File: src/rtl/pipe_pkg.sv
// pipe_pkg: shared opcode, field-position and FSM-state definitions for the MIPS pipeline control
package pipe_pkg;
    localparam logic [5:0] OP_RTYPE = 6'h00;
    localparam logic [5:0] OP_SW    = 6'h2B;
    localparam logic [5:0] OP_BEQ   = 6'h04;
    localparam logic [5:0] OP_BNE   = 6'h05;
    localparam int OP_MSB = 31;
    localparam int OP_LSB = 26;
    localparam int RS_MSB = 25;
    localparam int RS_LSB = 21;
    localparam int RT_MSB = 20;
    localparam int RT_LSB = 16;
    typedef logic [0:0] hz_state_t;
    localparam hz_state_t RUN     = 1'b0;
    localparam hz_state_t LU_WAIT = 1'b1;
    // opcodes whose rt field is a source operand
    function automatic logic reads_rt(input logic [5:0] op);
        return (op == OP_RTYPE) || (op == OP_SW) || (op == OP_BEQ) || (op == OP_BNE);
    endfunction
endpackage

File: src/rtl/sat_counter.sv
// sat_counter: up-counter that sticks at all-ones instead of wrapping
module sat_counter #(
    parameter int CNT_W = 32
) (
    input  logic             clk_i,
    input  logic             clear_i,
    input  logic             inc_i,
    output logic [CNT_W-1:0] count_o
);
    logic [CNT_W-1:0] count_q, count_d;

    // next count: clear wins, otherwise increment unless already saturated
    always_comb begin
        count_d = (inc_i && count_q != '1) ? count_q + 1'b1 : count_q;
        count_d = clear_i ? '0 : count_d;
    end

    // count register
    always_ff @(posedge clk_i) begin
        count_q <= count_d;
    end

    assign count_o = count_q;
endmodule

File: src/rtl/hazard_ctrl.sv
// hazard_ctrl: load-use stall, branch flush and data-memory freeze control beside the ID stage
module hazard_ctrl
    import pipe_pkg::*;
#(
    parameter int REG_AW     = 5,
    parameter int INSTR_W    = 32,
    parameter int LU_STALL   = 1,
    parameter bit PRECISE_RT = 1'b1,
    parameter int CNT_W      = 32
) (
    input  logic               clk_i,
    input  logic               rst_i,
    input  logic               idex_memread_i,
    input  logic [REG_AW-1:0]  idex_rt_i,
    input  logic [INSTR_W-1:0] ifid_instr_i,
    input  logic               branch_taken_i,
    input  logic               dmem_stall_i,
    output logic               pc_write_o,
    output logic               ifid_write_o,
    output logic               idex_bubble_o,
    output logic               ifid_flush_o,
    output logic               pipe_freeze_o,
    output logic [CNT_W-1:0]   stall_cycles_o
);
    localparam logic [3:0] LU_INIT = 4'(LU_STALL - 1);

    hz_state_t  state_q, state_d;
    logic [3:0] cnt_q, cnt_d;
    logic       uses_rt, hit, stall;
    logic       unused_bits;

    assign unused_bits = ^ifid_instr_i[15:0];

    // load-use hit decode and output priority: reset, then freeze, then stall, then flush
    always_comb begin
        uses_rt       = !PRECISE_RT || reads_rt(ifid_instr_i[OP_MSB:OP_LSB]);
        hit           = idex_memread_i && (idex_rt_i != '0) &&
                        ((idex_rt_i == ifid_instr_i[RS_MSB:RS_LSB]) ||
                         (uses_rt && idex_rt_i == ifid_instr_i[RT_MSB:RT_LSB]));
        stall         = !dmem_stall_i && (state_q == LU_WAIT || hit);
        pc_write_o    = rst_i || !(dmem_stall_i || stall);
        ifid_write_o  = pc_write_o;
        idex_bubble_o = !rst_i && stall;
        ifid_flush_o  = !rst_i && !dmem_stall_i && !stall && branch_taken_i;
        pipe_freeze_o = !rst_i && dmem_stall_i;
    end

    // FSM next state: freeze holds everything, a multi-cycle hit enters LU_WAIT
    always_comb begin
        state_d = state_q;
        cnt_d   = cnt_q;
        if (!dmem_stall_i) begin
            if (state_q == RUN && hit && LU_STALL > 1) begin
                state_d = LU_WAIT;
                cnt_d   = LU_INIT;
            end else if (state_q == LU_WAIT) begin
                cnt_d   = cnt_q - 4'd1;
                state_d = (cnt_q == 4'd1) ? RUN : LU_WAIT;
            end
        end
    end

    // state and remaining-stall registers
    always_ff @(posedge clk_i) begin
        if (rst_i) begin
            state_q <= RUN;
            cnt_q   <= 4'd0;
        end else begin
            state_q <= state_d;
            cnt_q   <= cnt_d;
        end
    end

    sat_counter #(.CNT_W(CNT_W)) u_stall_cnt (
        .clk_i   (clk_i),
        .clear_i (rst_i),
        .inc_i   (!pc_write_o),
        .count_o (stall_cycles_o)
    );
endmodule

File: config.mk
export PLATFORM = sky130hd
export DESIGN_NAME = hazard_ctrl
export DESIGN_NICKNAME = d
export VERILOG_FILES = /design/src/rtl/pipe_pkg.sv /design/src/rtl/sat_counter.sv /design/src/rtl/hazard_ctrl.sv
export SDC_FILE = /design/constraint.sdc
export NUM_CORES = 1
export LEC_CHECK = 0
export CAP_MARGIN = 20
export CORE_MARGIN = 4
export CORE_UTILIZATION = 30
export CTS_CLUSTER_DIAMETER = 100
export DETAILED_ROUTE_END_ITERATION = 12
export SYNTH_ARGS = -nofsm -noshare
export SYNTH_HDL_FRONTEND = slang
export SYNTH_SLANG_ARGS = --single-unit
File: constraint.sdc
create_clock -name clk_i -period 2.1 [get_ports clk_i]
set_input_delay 0.21 -clock clk_i [delete_from_list [all_inputs] [get_ports clk_i]]
set_output_delay 0.21 -clock clk_i [all_outputs]
set_load 0.05 [all_outputs]
==> metrics.md <==
| Metric | Value |
|---|---|
| Vias per Instance | `4.69` |
| Drt wl/cell | `13.2 µm` |
| CTS tree | `yes` |
| Tcrit/Tclk final | `105%` |
| Number of distinct library cells after synthesis | `40` |
| Nets | `393` |
| Sequential power share | `48.5%` |
| Synthesis-to-finish area growth | `66.0%` |
| Cell Rows | `30` |
| Worst Path Class, Setup | `input port to output port` |
| Number of violations reported at the end of detailed-routing iteration 0 | `47` |
| Clock insertion delay at the later pin of the skew report | `0.28 ns` |
| H-tree levels | `2` |
| Result of the run | `finished, violations left` |
| Vias in the first global route | `2,025` |
| Highest attainable clock frequency | `454 MHz` |
| Switching Power | `0.366 mW` |
| Final setup violating endpoints | `2` |
| Antenna cell count | `0` |
| Worst hold path class | `flop to flop` |
| Overall overflow remaining after global route | `0` |
| Share of cells above drive strength 1 | `36.7%` |
| Count of maximum capacitance violations | `0` |
| Clock root buffer | `sky130_fd_sc_hd__clkbuf_8` |
| Power share of the clock group | `35.4%` |
| Clock Sink Count | `37` |
| Global-route usage over all layers | `14.1%` |
| Post-Synthesis Cell Area | `2130 µm²` |
| Final Slew Violations | `0` |
| Setup repair after global routing missed its margin | `yes` |
| Initial Utilization | `31.2%` |
| Number of fillers in the final layout | `671` |
| Avg Inst Size Synth | `8.49 µm²` |
| CTS Buf Count | `5` |
| Via count | `2,086` |
| Area of the core | `6830 µm²` |
| Tightest Pin Transition | `0.526 ns` |
| Library cell contributing the largest single delay on the critical path | `sky130_fd_sc_hd__or4_4` |
| Detailed-router iteration count before antenna repair | `4` |
| Most used flip-flop cell after synthesis | `sky130_fd_sc_hd__dfxtp_1` |
| Post-synthesis instance total | `251` |
| Crit path max fanout | `4` |
| First-pass GRT wire length | `9750 µm` |
| Power per standard cell area | `408 nW/µm²` |
| Part of the power in combinational logic | `16.1%` |
| Top delay family on crit path | `simple AND/OR/NAND/NOR gates` |
| Cell chain of the critical path | `buf_6, or4_4, a2111oi_4, o41ai_4, buf_6, or2_4, buf_12` |
| Total half-perimeter wirelength after legalization and detailed placement | `4340 µm` |
| Async S/R FF share, synth | `0%` |
| Number of synthesis warnings | `0` |
| Hold Vio Cnt, Final | `0` |
| Total nets after synthesis | `296` |
| Total non-filler cell area in the finished layout | `3540 µm²` |
| Area of placed instances | `3220 µm²` |
| Internal power contribution | `1.08 mW` |
| Boundary Pins | `79` |
| Detailed-routed wire length on met3 | `173 µm` |
| Type of destination of the critical path | `output port` |
| Data required time of the worst path | `1.89 ns` |
| Worst-case setup slack after placement | `-0.666 ns` |
| Maximum buffer depth of the clock tree | `2` |
| Routability congestion estimate from global placement | `0.756` |
| Count of nets left with antenna violations after detail routing | `0` |
| Flip-flop and latch count after synthesis | `37` |
| Maximum resistive drop on vdd | `0.000218 V` |
| Arrival time of data at the critical path endpoint | `1.99 ns` |
| Min cycle time layout | `2.20 ns` |
| Most used cell, CP | `sky130_fd_sc_hd__buf_6` |
| Detailed-routing wirelength on met1 | `2720 µm` |
| Clock transition time at the flip-flop clock pins of the worst setup and hold paths | `0.07 ns` |
| Port bufs | `62` |
| Floorplan die width | `92.3 µm` |
| Switching share of power | `25.3%` |
| DRC violations left | `0` |
| P_leak | `1.25 nW` |
| Worst slew slack as a fraction of its limit | `64.8%` |
| EDFF count, synth | `0` |
| Share of the yosys chip area belonging to registers | `34.7%` |
| Met2 WL | `2900 µm` |
| Slowest stage delay, CP | `0.53 ns` |
| Highest signal layer in the routed design | `met4` |
| Die Footprint | `8520 µm²` |
| Type of element launching the critical path | `input port` |
| Clock Skew | `0.00606 ns` |
| Total detailed-routing wirelength | `5860 µm` |
| Smallest setup slack after layout | `-0.102 ns` |
| Most common cell after layout, fill and taps aside | `sky130_fd_sc_hd__nor2_1` |
| Commonest cells after routing, fill and taps aside | `sky130_fd_sc_hd__nor2_1 (42), sky130_fd_sc_hd__clkdlybuf4s50_1 (41), sky130_fd_sc_hd__buf_4 (37), sky130_fd_sc_hd__xnor2_1 (31), sky130_fd_sc_hd__dfxtp_2 (21)` |
| Number of antenna violations at the first check in global routing | `0` |
| Largest net degree at the start of global routing | `38` |
| Number of buffers and inverters on the critical path | `3` |
| Die extent in y | `92.3 µm` |
| Hold_buf cts | `0` |
| Violated checks | `setup timing` |
through the flow:
stage	TNS (ns)	hold slack [ns]	utilization, %	total power, mW	cells
final	-0.203	0.493	51.8	1.44	445
after global placement	-14.65	0.478	47.1	0.930	427
after CTS	-0.188	0.494	49.4	1.45	440
after floorplan	-0.395	0.430	-	0.828	251
after detailed placement	-15.37	0.482	47.1	0.932	427
after global routing	-0.415	0.529	51.8	1.51	445
final cells by class:
cell class	instances	area, µm²	share of cell area, %
clock buffer	8	90.1	2.55
sequential	37	801	22.6
multi-input combinational	197	1520	42.8
tap	96	120	3.39
inverter	4	15.0	0.424
timing repair buffer	103	997	28.2
sequential cells by signal (all words and copies together), names as in the netlist:
register,flops
cnt_q,4
state_q,1
u_stall_cnt.count_o,32
kinds of logic (layout without fill, tap and decap cells):
group	count (synthesis)	in the layout	synth area share [%]
multiplexers	4	4	2.11
buffers and inverters	17	115	4.34
XOR/XNOR	38	38	15.6
flip-flops	37	37	34.7
AO/OA/AOI/OAI	11	11	4.58
AND/OR/NAND/NOR	141	141	36.9
adder cells (fa/ha/maj)	3	3	1.76
Yosys cell counts (4+ instances only):
cell type                  number  area share (%)
sky130_fd_sc_hd__nor2_1        44             7.7
sky130_fd_sc_hd__dfxtp_1       37              35
sky130_fd_sc_hd__xnor2_1       32              13
sky130_fd_sc_hd__nand2_1       17             3.0
sky130_fd_sc_hd__nor3_1        16             3.8
sky130_fd_sc_hd__nand3_1       13             3.1
sky130_fd_sc_hd__nand4_1       10             2.9
sky130_fd_sc_hd__clkbuf_1       6             1.1
sky130_fd_sc_hd__nor2b_1        6             1.8
sky130_fd_sc_hd__xor2_1         6             2.5
sky130_fd_sc_hd__nor4_1         5             1.5
sky130_fd_sc_hd__nor4_2         5             2.9
sky130_fd_sc_hd__inv_1          4            0.70
sky130_fd_sc_hd__or3_1          4             1.2
routing by layer:
| layer | global-route usage [%] | up-vias |
|---|---|---|
| met5 | 0 | - |
| met1 | 18.0 | 992 |
| met2 | 23.9 | 26 |
| met3 | 3.01 | 5 |
| met4 | 3.71 | 0 |
| li1 | - | 1063 |
worst min-delay path, delay by kind of cell (launching register included):
family | cells | cell delay [ns]
AOI/OAI and AO/OA | 1 | 0.05
DFF | 1 | 0.34
and+or+nand+nor | 1 | 0.06
power groups by stage:
stage / sequential [mW] / combinational (mW) / clock, mW
finish: 0.700 / 0.232 / 0.511
global route: 0.700 / 0.248 / 0.559
CTS: 0.699 / 0.227 / 0.528
detailed placement: 0.716 / 0.216 / 0
global placement: 0.716 / 0.214 / 0
floorplan: 0.730 / 0.0981 / 0
worst paths after layout:
check | cells past startpoint | startpoint | end | slack, ns
max | 7 | ifid_instr_i[31] | pc_write_o | -0.10
min | 2 | u_stall_cnt.count_o[1] | u_stall_cnt.count_o[1] | 0.49
max reg2reg | 8 | u_stall_cnt.count_o[24] | u_stall_cnt.count_o[18] | 0.07
min reg2reg | 2 | u_stall_cnt.count_o[1] | u_stall_cnt.count_o[1] | 0.49
timing repair:
item / in CTS / in global routing
resized for setup: 37 / 29
hold endpoints to repair: 0 / 0
setup buffers: 5 / 7
setup endpoints to repair: 36 / 28
pin swaps: 8 / 32
Power figures use the tool's default switching activity.
